===== config.mk =====
export PLATFORM = sky130hd
export DESIGN_NAME = sync_generator
export DESIGN_NICKNAME = d
export VERILOG_FILES = /design/src/rtl/sync_generator.sv
export SDC_FILE = /design/constraint.sdc
export NUM_CORES = 1
export LEC_CHECK = 0
export BUFFER_PORTS_ARGS = -buffer_cell sky130_fd_sc_hd__buf_4
export CELL_PAD_IN_SITES_DETAIL_PLACEMENT = 1
export CELL_PAD_IN_SITES_GLOBAL_PLACEMENT = 1
export CORE_AREA = 2 2 95 97
export CTS_CLUSTER_SIZE = 30
export DETAILED_ROUTE_END_ITERATION = 7
export DIE_AREA = 0 0 97 99
export PLACE_DENSITY = 0.71
export SYNTH_ARGS = -nofsm -noshare
export SYNTH_HDL_FRONTEND = slang
export SYNTH_SLANG_ARGS = --single-unit

===== constraint.sdc =====
create_clock -name clk -period 2.6 [get_ports clk]
set_clock_uncertainty 0.15 [all_clocks]
set_input_delay 0.26 -clock clk [delete_from_list [all_inputs] [get_ports clk]]
set_output_delay 0.26 -clock clk [all_outputs]
set_load 0.005 [all_outputs]

===== src/rtl/sync_generator.sv =====
// sync_generator: frame/line sync timing generator.
// A frame is one FSYNC cycle followed by num_lines lines of line_len cycles.
// The pattern configuration is shadowed at each frame start so the
// downstream pattern generator sees values that stay stable for the frame.
module sync_generator (
  input  logic        clk,
  input  logic        rst,
  input  logic        start,
  input  logic        stop,
  input  logic        cont,
  input  logic [11:0] line_len_i,
  input  logic [4:0]  num_lines_i,
  input  logic [11:0] constVal_i,
  input  logic [1:0]  X_i,
  input  logic [1:0]  Y_i,
  input  logic [2:0]  Mode_i,
  output logic        f_sync,
  output logic        sync,
  output logic [11:0] constVal,
  output logic [1:0]  X,
  output logic [1:0]  Y,
  output logic [2:0]  Mode,
  output logic        busy,
  output logic        frame_done,
  output logic [4:0]  line_idx,
  output logic [11:0] pix_idx
);

  localparam logic [1:0] IDLE  = 2'd0;
  localparam logic [1:0] FSYNC = 2'd1;
  localparam logic [1:0] LINE  = 2'd2;

  logic [1:0]  state;
  logic        stop_pending;
  logic [11:0] len_sh;
  logic [4:0]  lines_sh;
  logic [11:0] len_eff;
  logic [4:0]  lines_eff;
  logic        pix_last;
  logic        line_last;
  logic        frame_end;
  logic        go_again;
  logic        latch;

  // Clamp the incoming geometry and decode end-of-line / end-of-frame.
  always_comb begin
    len_eff   = (line_len_i < 12'd4) ? 12'd4 : line_len_i;
    lines_eff = (num_lines_i == '0) ? 5'd1 : num_lines_i;
    pix_last  = (pix_idx == len_sh - 12'd1);
    line_last = (line_idx == lines_sh - 5'd1);
    frame_end = (state == LINE) && pix_last && line_last;
    // A stop arriving in the final cycle still prevents the next frame.
    go_again  = frame_end && cont && !(stop_pending || stop);
    latch     = ((state == IDLE) && start) || go_again;
  end

  // Shadow the frame configuration at every frame start.
  always_ff @(posedge clk) begin
    if (rst) begin
      len_sh   <= 12'd4;
      lines_sh <= 5'd1;
      constVal <= '0;
      X        <= '0;
      Y        <= '0;
      Mode     <= '0;
    end else if (latch) begin
      len_sh   <= len_eff;
      lines_sh <= lines_eff;
      constVal <= constVal_i;
      X        <= X_i;
      Y        <= Y_i;
      Mode     <= Mode_i;
    end
  end

  // Frame FSM with registered sync/position outputs.
  always_ff @(posedge clk) begin
    if (rst) begin
      state        <= IDLE;
      stop_pending <= 1'b0;
      f_sync       <= 1'b0;
      sync         <= 1'b0;
      busy         <= 1'b0;
      frame_done   <= 1'b0;
      line_idx     <= '0;
      pix_idx      <= '0;
    end else begin
      frame_done <= 1'b0;
      case (state)
        IDLE: begin
          f_sync   <= 1'b0;
          sync     <= 1'b0;
          busy     <= 1'b0;
          line_idx <= '0;
          pix_idx  <= '0;
          if (start) begin
            state        <= FSYNC;
            f_sync       <= 1'b1;
            busy         <= 1'b1;
            // start together with stop runs a single, non-continuous frame
            stop_pending <= stop;
          end
        end
        FSYNC: begin
          stop_pending <= stop_pending | stop;
          state        <= LINE;
          f_sync       <= 1'b0;
          sync         <= 1'b1;
          busy         <= 1'b1;
          line_idx     <= '0;
          pix_idx      <= '0;
        end
        LINE: begin
          stop_pending <= stop_pending | stop;
          if (frame_end) begin
            frame_done <= 1'b1;
            line_idx   <= '0;
            pix_idx    <= '0;
            sync       <= 1'b0;
            if (go_again) begin
              state  <= FSYNC;
              f_sync <= 1'b1;
              busy   <= 1'b1;
            end else begin
              state        <= IDLE;
              f_sync       <= 1'b0;
              busy         <= 1'b0;
              stop_pending <= 1'b0;
            end
          end else if (pix_last) begin
            pix_idx  <= '0;
            line_idx <= line_idx + 5'd1;
            sync     <= 1'b1;
          end else begin
            pix_idx <= pix_idx + 12'd1;
            sync    <= 1'b0;
          end
        end
        default: begin
          state        <= IDLE;
          stop_pending <= 1'b0;
          f_sync       <= 1'b0;
          sync         <= 1'b0;
          busy         <= 1'b0;
          line_idx     <= '0;
          pix_idx      <= '0;
        end
      endcase
    end
  end

endmodule


After elaboration in Yosys (flattened, before gate mapping)
Cells that the tools add are included.

Memories: 0. Output and inout bits: 40. Bits in read-only memories: 0. Bits in latches: 0. Word-level logic and storage cells: 60. RAM bits: 0. Input port bits: 41. Bits in registers: 60.

$mul: 0. Shift operators: 0. Div/mod/pow operators: 0. Reduce and logical (&&, ||, !) cells: 14. Equality and inequality tests: 6. $add $sub $neg: 4. Bitwise gates (word level): 2. Multiplexer cells: 19. Magnitude comparators: 1.

Operator list (number): adder 12 x 1 -> 12 bit (second input constant) (1); == test 12 bit (1); < comparator 12 x 3 -> 1 bit (second input constant) (1); 2-to-1 mux 12 bit (1); subtractor 12 x 1 -> 12 bit (second input constant) (1); 2-to-1 mux 1 bit (10); one-hot mux 1 bit (3 select lines) (2); one-hot mux 2 bit (3 select lines) (1); adder 5 x 1 -> 5 bit (second input constant) (1); == test 5 bit (1); logical AND 1 bit (5); logical NOT 5 bit (1); 2-to-1 mux 5 bit (1); subtractor 5 x 1 -> 5 bit (second input constant) (1); 2-to-1 mux 2 bit (2); != test 2 bit (second input constant) (2); one-hot mux 1 bit (2 select lines) (2); OR reduction 4 bit (1); OR reduction 3 bit (1); == test 2 x 1 -> 1 bit (second input constant) (1); == test 2 bit (second input constant) (1); logical NOT 2 bit (1); logical OR 1 bit (2); AND reduction 2 bit (1); 4 further kinds (4).

Depth between registers and ports, before layout
Gate-level depths: netlist (run 1).

Word-level depth: 9. Gate-level depth with buffers: 11.

Worst setup path after synthesis (run 1)
OpenSTA, ideal clock, no wires.

Kind: reg2reg. Start point: reg len_sh[0]. End point: reg len_sh[3]. Period minus slack after synthesis: 2.636 ns. Library setup time: 0.128 ns. Path slack: -0.036 ns. Arrival time: 2.358 ns. Cell stages (with the launch flop): 12. Path through: dfxtp_1 > inv_1 > ha_1 > and2_1 > o21ai_0 > a21oi_1 > nor4_1 > nand2_2 > o21ai_4 > buf_12 > mux2i_1 > nor2_1.

Word-level cells in the longest chain between the ends: 7.

RTL lines: start, declared (line 35) `logic [11:0] len_sh;`; start signal, assigned (line 67) `len_sh <= len_eff;`; subtractor 12 x 1 -> 12 bit (line 49) `pix_last = (pix_idx == len_sh - 12'd1);`; == test 12 bit (line 49); logical AND 1 bit (2 in series) (line 51) `frame_end = (state == LINE) && pix_last && line_last;`; logical AND 1 bit (2 in series) (line 53) `go_again = frame_end && cont && !(stop_pending || stop);`; logical OR 1 bit (line 54) `latch = ((state == IDLE) && start) || go_again;`.

Every way passes these cells. A chain may end at the register's enable or synchronous reset.

Final worst setup path (run 1)
Start point: reg len_sh[1]. End point: reg pix_idx[3].

Word-level cells in the longest chain between the ends: 5.

RTL lines: subtractor 12 x 1 -> 12 bit * (line 49); == test 12 bit * (line 49); logical AND 1 bit (2 in series) (line 51); OR reduction 4 bit (no line) *; end signal, assigned (line 135) `pix_idx <= pix_idx + 12'd1;`; end, declared (line 26) `output logic [11:0] pix_idx`.

Mark *: on every way between the ends. The rest lies on a longest branch, timed or not.

==> flow_summary.json, run 1 <==
{
  "cts_root_buf": "clkbuf_8",
  "outcome": "completed",
  "max-vdd-ir-drop_uv": 309,
  "dp_hpwl_um": 5830,
  "viasPerCell": 4.86,
  "wl_um": 8210,
  "rsz0062_at_grt": "true",
  "relSlewSlack_pct": 67.4,
  "antenna_found_initial": 0,
  "critPathMaxFanout": 12,
  "insertion_delay_ns": 0.33,
  "syn_area_um2": 2920,
  "cts_made_buffers": 9,
  "io_pins": 81,
  "grt_usage_pct": 16.9,
  "grt_pass1_wl_um": 13300,
  "cts_tree": "built",
  "critPathArrivalTime_ns": 2.70,
  "port_buffers": 80,
  "avgSynthCellArea_um2": 9.41,
  "p_leak_nw": 1.85,
  "hold_path.class": "in2reg",
  "final_layout_size_suffix_gt1_share_pct": 35.3,
  "start_util_pct": 34.1,
  "fin_crit_sh_pct": 99.6,
  "synthFlopType": "dfxtp_1",
  "cts_buffer_depth": 2,
  "powerDensity_nw_per_um2": 595,
  "worst_ep_required_time_ns": 2.71,
  "synth_nets": 359,
  "core-area_um2": 8550,
  "slew_violations": 0,
  "seq_area_frac_synth_pct": 41.2,
  "via_count": 2590,
  "fin_crit_ns": 2.59,
  "max_cap_viol_count": 0,
  "crit_path_start_kind": "flip-flop",
  "clkSinkCount": 60,
  "layout_commonest_cell": "buf_4",
  "drt_iter0_drc": 63,
  "die_w_um": 97,
  "power_w": 0.00248,
  "setup_viol": 0,
  "first_pass_iters": 4,
  "grt_max_degree": 46,
  "rows": 34,
  "cts_hold_buf": 0,
  "max_freq_mhz": 386,
  "finalHoldViolCount": 0,
  "num_antenna_cells": 0,
  "synthDistinctLibCells": 43,
  "worstMarginPinSlew_ns": 0.484,
  "htree_levels": 3,
  "mostFrequentLayoutCells": "buf_4 (102), nor2_1 (60), dfxtp_1 (55), mux2i_1 (32), xor2_1 (19)",
  "grt_pass1_vias": 2706,
  "holdWs_ns": 0.0157,
  "worstSetupEndpointType": "flip-flop",
  "drc": 0,
  "syn_inst": 310,
  "cts.reportedPaths.clkPinSlew_ns": 0.07,
  "dieArea_um2": 9600,
  "die_h_um": 99,
  "path_class": "reg2reg",
  "syn_to_final_growth_pct": 42.8,
  "finalWeightedCongestion": 0.792,
  "nets": 469,
  "synth-edff-count": 0,
  "async_reset_ff_share_pct": 0,
  "yosysWarnings": 0,
  "drtAntennaViolNets": 0,
  "wl_per_cell_um": 15.4,
  "overflow": 0,
  "synth-seq-cells": 60
}
[critical path: stages (launching register included)]
cell and delay [ns]:
dfxtp_2 0.36, inv_2 0.06, ha_4 0.17, and2_1 0.16, a211o_1 0.31, a21oi_2 0.20
nor4_4 0.08, buf_4 0.16, and3_2 0.22, or3_1 0.36, buf_12 0.16, nor2_1 0.11
[final timing paths]
check | slack, ns | startpoint | to | cells after the start
worst min-delay path | 0.02 | constVal_i[8] | constVal[8] | 3
worst max-delay path | 0.01 | len_sh[1] | pix_idx[3] | 11
worst max register to register | 0.01 | len_sh[1] | pix_idx[3] | 11
worst min register to register | 0.34 | busy | busy | 2
[sequential cells by signal (all words and copies together) (netlist names)]
register	cells
Mode	3
X	2
Y	2
busy	1
constVal	12
f_sync	1
frame_done	1
len_sh	12
line_idx	5
lines_sh	5
pix_idx	12
state	2
stop_pending	1
sync	1
[final cells by class]
class	count	area [um^2]
inverter	12	45.0
timing repair buffer	110	926
clock buffer	12	155
clock inverter	4	47.5
tap	108	135
fill	1004	4390
multi-input combinational	227	1650
sequential	60	1210
[Yosys cell counts (2+ instances only)]
library cell / number / share of area, %
dfxtp_1: 60 / 41
nor2_1: 60 / 7.7
mux2i_1: 34 / 12
xor2_1: 20 / 6.0
xnor2_1: 16 / 4.8
nand2_1: 14 / 1.8
inv_1: 12 / 1.5
nand3_1: 11 / 1.9
nand4_1: 9 / 1.9
ha_1: 8 / 3.4
a21oi_1: 7 / 1.2
clkbuf_1: 5 / 0.64
and3_1: 4 / 0.86
nor3_1: 4 / 0.69
nor4_1: 4 / 0.86
buf_12: 3 / 2.1
nor3b_1: 3 / 0.77
o21ai_0: 3 / 0.51
a31oi_1: 2 / 0.43
and2_1: 2 / 0.43
buf_2: 2 / 0.34
nand2b_1: 2 / 0.43
nand4bb_1: 2 / 0.77
nor4_4: 2 / 1.5
o31ai_1: 2 / 0.51
or3_1: 2 / 0.43
[cell families after synthesis]
group,share of synthesized area [%]
AOI/OAI and AO/OA,6.61
and+or+nand+nor,21.3
xor gates and xnor gates,10.8
DFF,41.2
adders and majority gates,3.43
muxes,11.7
buffers and inverters,4.98
[per-stage QoR]
stage / setup TNS (ns) / cells / area, um^2 / worst slack (ns) / util (%)
2_1_floorplan: 0 / 310 / 2920 / 0.0229 / -
5_1_grt: -2.44 / 533 / 4170 / -0.101 / 48.7
3_5_place_dp: -2.71 / 507 / 3730 / -0.106 / 43.7
6_report: 0 / 533 / 4170 / 0.00999 / 48.7
4_1_cts: 0 / 525 / 4040 / 0.00301 / 47.2
3_3_place_gp: -0.0238 / 507 / 3730 / -0.0238 / 43.7
[report_power, final]
part	leakage, nW	switching [W]	internal [W]
registers	0.492	0.0000488	0.000980
clock network	0.102	0.000370	0.000492
logic	1.25	0.000269	0.000320
[per-layer routing]
| metal | part of all wire [%] | up-vias | wire length (um) | global-route usage [%] |
|---|---|---|---|---|
| li1 | - | 1283 | - | - |
| met1 | 44 | 1235 | 3620 | 21.1 |
| met2 | 48 | 65 | 3960 | 27.7 |
| met3 | 6.8 | 7 | 556 | 5.74 |
| met4 | 0.90 | 0 | 74 | 5.20 |
| met5 | 0 | - | 0 | 0 |
[repair_timing]
item / CTS / global route
endpoints found under the setup margin: 46 / 54
resized for setup: 10 / 15
pin swaps: 6 / 7
setup buffers: 1 / 6
endpoints found under the hold margin: 0 / 0
cloned: 1 / 2
(Power assumes the default switching activity.)
==> run 2: changes to the inputs <==
Settings changed: TNS_END_PERCENT set to 5.
Clock period 2.6 ns to 2.08 ns, I/O delays scaled along.
==> flow_summary.json, run 2 (same netlist as run 1, synthesis figures left out) <==
{
  "final_layout_size_suffix_gt1_share_pct": 39.3,
  "slowest_delay_ns": 0.33,
  "worstSetupEndpointType": "flip-flop",
  "drc": 0,
  "nFillCells": 981,
  "worst_ep_required_time_ns": 2.16,
  "crit_chain": "buf_6 -> nor3_4 -> buf_4 -> xnor2_2 -> nand4_1 -> nor4_4 -> nand2_2 -> o21ai_4 -> buf_6 -> buf_12 -> mux2i_1 -> nor2_1",
  "critPathMaxFanout": 8,
  "finalWorstSetupSlack_ns": -0.567,
  "dieArea_um2": 9600,
  "nets": 528,
  "cts_root_buf": "clkbuf_8",
  "powerDensity_nw_per_um2": 690,
  "min_path_cells": 3,
  "clock_power_share_pct": 35.6,
  "switching_power_w": 0.000943,
  "mostFrequentLayoutCells": "buf_4 (124), dfxtp_1 (54), nor2_1 (51), dlygate4sd3_1 (36), mux2i_1 (33)",
  "finalWeightedCongestion": 0.825,
  "crit_path_start_kind": "flip-flop",
  "dp_cells": 526,
  "first_pass_iters": 6,
  "power_w": 0.00327,
  "via_count": 2901,
  "finalHoldViolCount": 0,
  "overflow": 0,
  "crit_path_frequent_cell": "buf_6",
  "reg_top3": "constVal: 12 flops, len_sh: 12 flops, pix_idx: 12 flops",
  "clkSinkCount": 60,
  "power_frac_seq_pct": 39.4,
  "r2r_cells": 12,
  "fin_crit_ns": 2.65,
  "grt_pass1_wl_um": 15900,
  "grt_max_degree": 31,
  "wl_um": 9750,
  "rsz0062_at_grt": "true",
  "port_buffers": 80,
  "grt_usage_pct": 20.6,
  "die_h_um": 99,
  "crit_cells": 12,
  "num_antenna_cells": 0,
  "cts_tree": "built",
  "cts_buffer_depth": 2,
  "path_class": "reg2reg",
  "die_w_um": 97,
  "relSlewSlack_pct": 61.8,
  "violations": "setup timing",
  "crit_family": "simple AND/OR/NAND/NOR gates",
  "power_frac_comb_pct": 25.0,
  "core-area_um2": 8550,
  "drtAntennaViolNets": 0,
  "dp_hpwl_um": 6120,
  "drt_iter0_drc": 73,
  "cts_made_buffers": 9,
  "htree_levels": 3,
  "design_area_um2": 4750,
  "swShare_pct": 28.8,
  "p_int_w": 0.00233,
  "setup_viol": 59,
  "final_cells": 592,
  "path_buf_inv": 4,
  "wl_per_cell_um": 16.5,
  "max_freq_mhz": 378,
  "grt_pass1_vias": 3165,
  "cpMaxStageDelayCell": "dfxtp_2",
  "hold_path.class": "in2reg",
  "max_cap_viol_count": 0,
  "io_pins": 81,
  "viasPerCell": 4.90,
  "slew_violations": 0,
  "syn_to_final_growth_pct": 62.8,
  "antenna_found_initial": 0,
  "dpl_cell_area_um2": 3930,
  "critPathArrivalTime_ns": 2.73,
  "rows": 34,
  "fin_crit_sh_pct": 127,
  "layout_commonest_cell": "buf_4",
  "start_util_pct": 34.1,
  "outcome": "finished with violations",
  "insertion_delay_ns": 0.35,
  "max-vdd-ir-drop_uv": 418,
  "tns_ns": -24.91,
  "p_leak_nw": 2.14,
  "worstMarginPinSlew_ns": 0.568,
  "cts.reportedPaths.clkPinSlew_ns": 0.08
}
## run 2: changes by cell type in the layout (fill, tap and decap cells not counted), moves of 2 or more
cell | before | now
nand3_1 | 11 | 9
nor2_1 | 60 | 51
nor2_2 | 0 | 9
buf_4 | 102 | 124
clkinv_4 | 0 | 2
buf_6 | 2 | 6
dlygate4sd3_1 | 0 | 36
## run 2: layout make-up
class	count	area, um^2	share of cell area, %
clock buffers	11	163	3.43
multi-input cells	227	1710	36.0
flip-flops and latches	60	1210	25.5
well taps	108	135	2.85
repair buffers	169	1430	30.0
inverters	12	47.5	1.00
clock inverters	5	57.6	1.21
## run 2: final timing paths
check                                from           end  slack [ns]
worst min register to register       X[1]          X[1]        0.35
worst min-delay path                 stop  stop_pending        0.06
worst max-delay path            len_sh[1]   lines_sh[2]       -0.57
worst max register to register  len_sh[1]   lines_sh[2]       -0.57
## run 2: per-stage QoR
step	hold WS, ns	util [%]	setup WS, ns
after floorplan	0.190	-	-0.286
after global placement	0.289	45.9	-0.373
after detailed placement	0.307	45.9	-0.455
after CTS	0.0450	54.8	-0.465
after global routing	0.0545	55.5	-0.695
final	0.0556	55.5	-0.567
## run 2: timing repair
action	CTS	global route
buffers inserted	7	6
pin swaps	8	11
setup endpoints to repair	59	60
gates resized for setup	18	15
cloned	2	0
endpoints found under the hold margin	36	0
hold buffers	36	0
## run 2: worst reg2reg max path: cells and delay by family, from the launching register on
kind | cells | cell delay (ns)
AOI/OAI and AO/OA | 1 | 0.23
xor gates and xnor gates | 1 | 0.11
buffers and inverters | 4 | 0.55
DFF | 1 | 0.33
muxes | 1 | 0.24
and+or+nand+nor | 5 | 0.90
## run 2: per-layer routing
layer  part of all wire (%)  global-route usage (%)
met4                    1.9                    6.50
met1                     41                    23.3
met3                    5.0                    6.24
met2                     52                    37.2
met5                      0                       0
## run 2: power by group through the flow
| stage | logic [W] | clock network, W | registers (W) |
|---|---|---|---|
| after floorplan | 0.000407 | 0 | 0.00131 |
| after global placement | 0.000633 | 0 | 0.00131 |
| after detailed placement | 0.000656 | 0 | 0.00131 |
| after CTS | 0.000793 | 0.00120 | 0.00129 |
| after global routing | 0.000892 | 0.00126 | 0.00130 |
| final | 0.000820 | 0.00117 | 0.00129 |
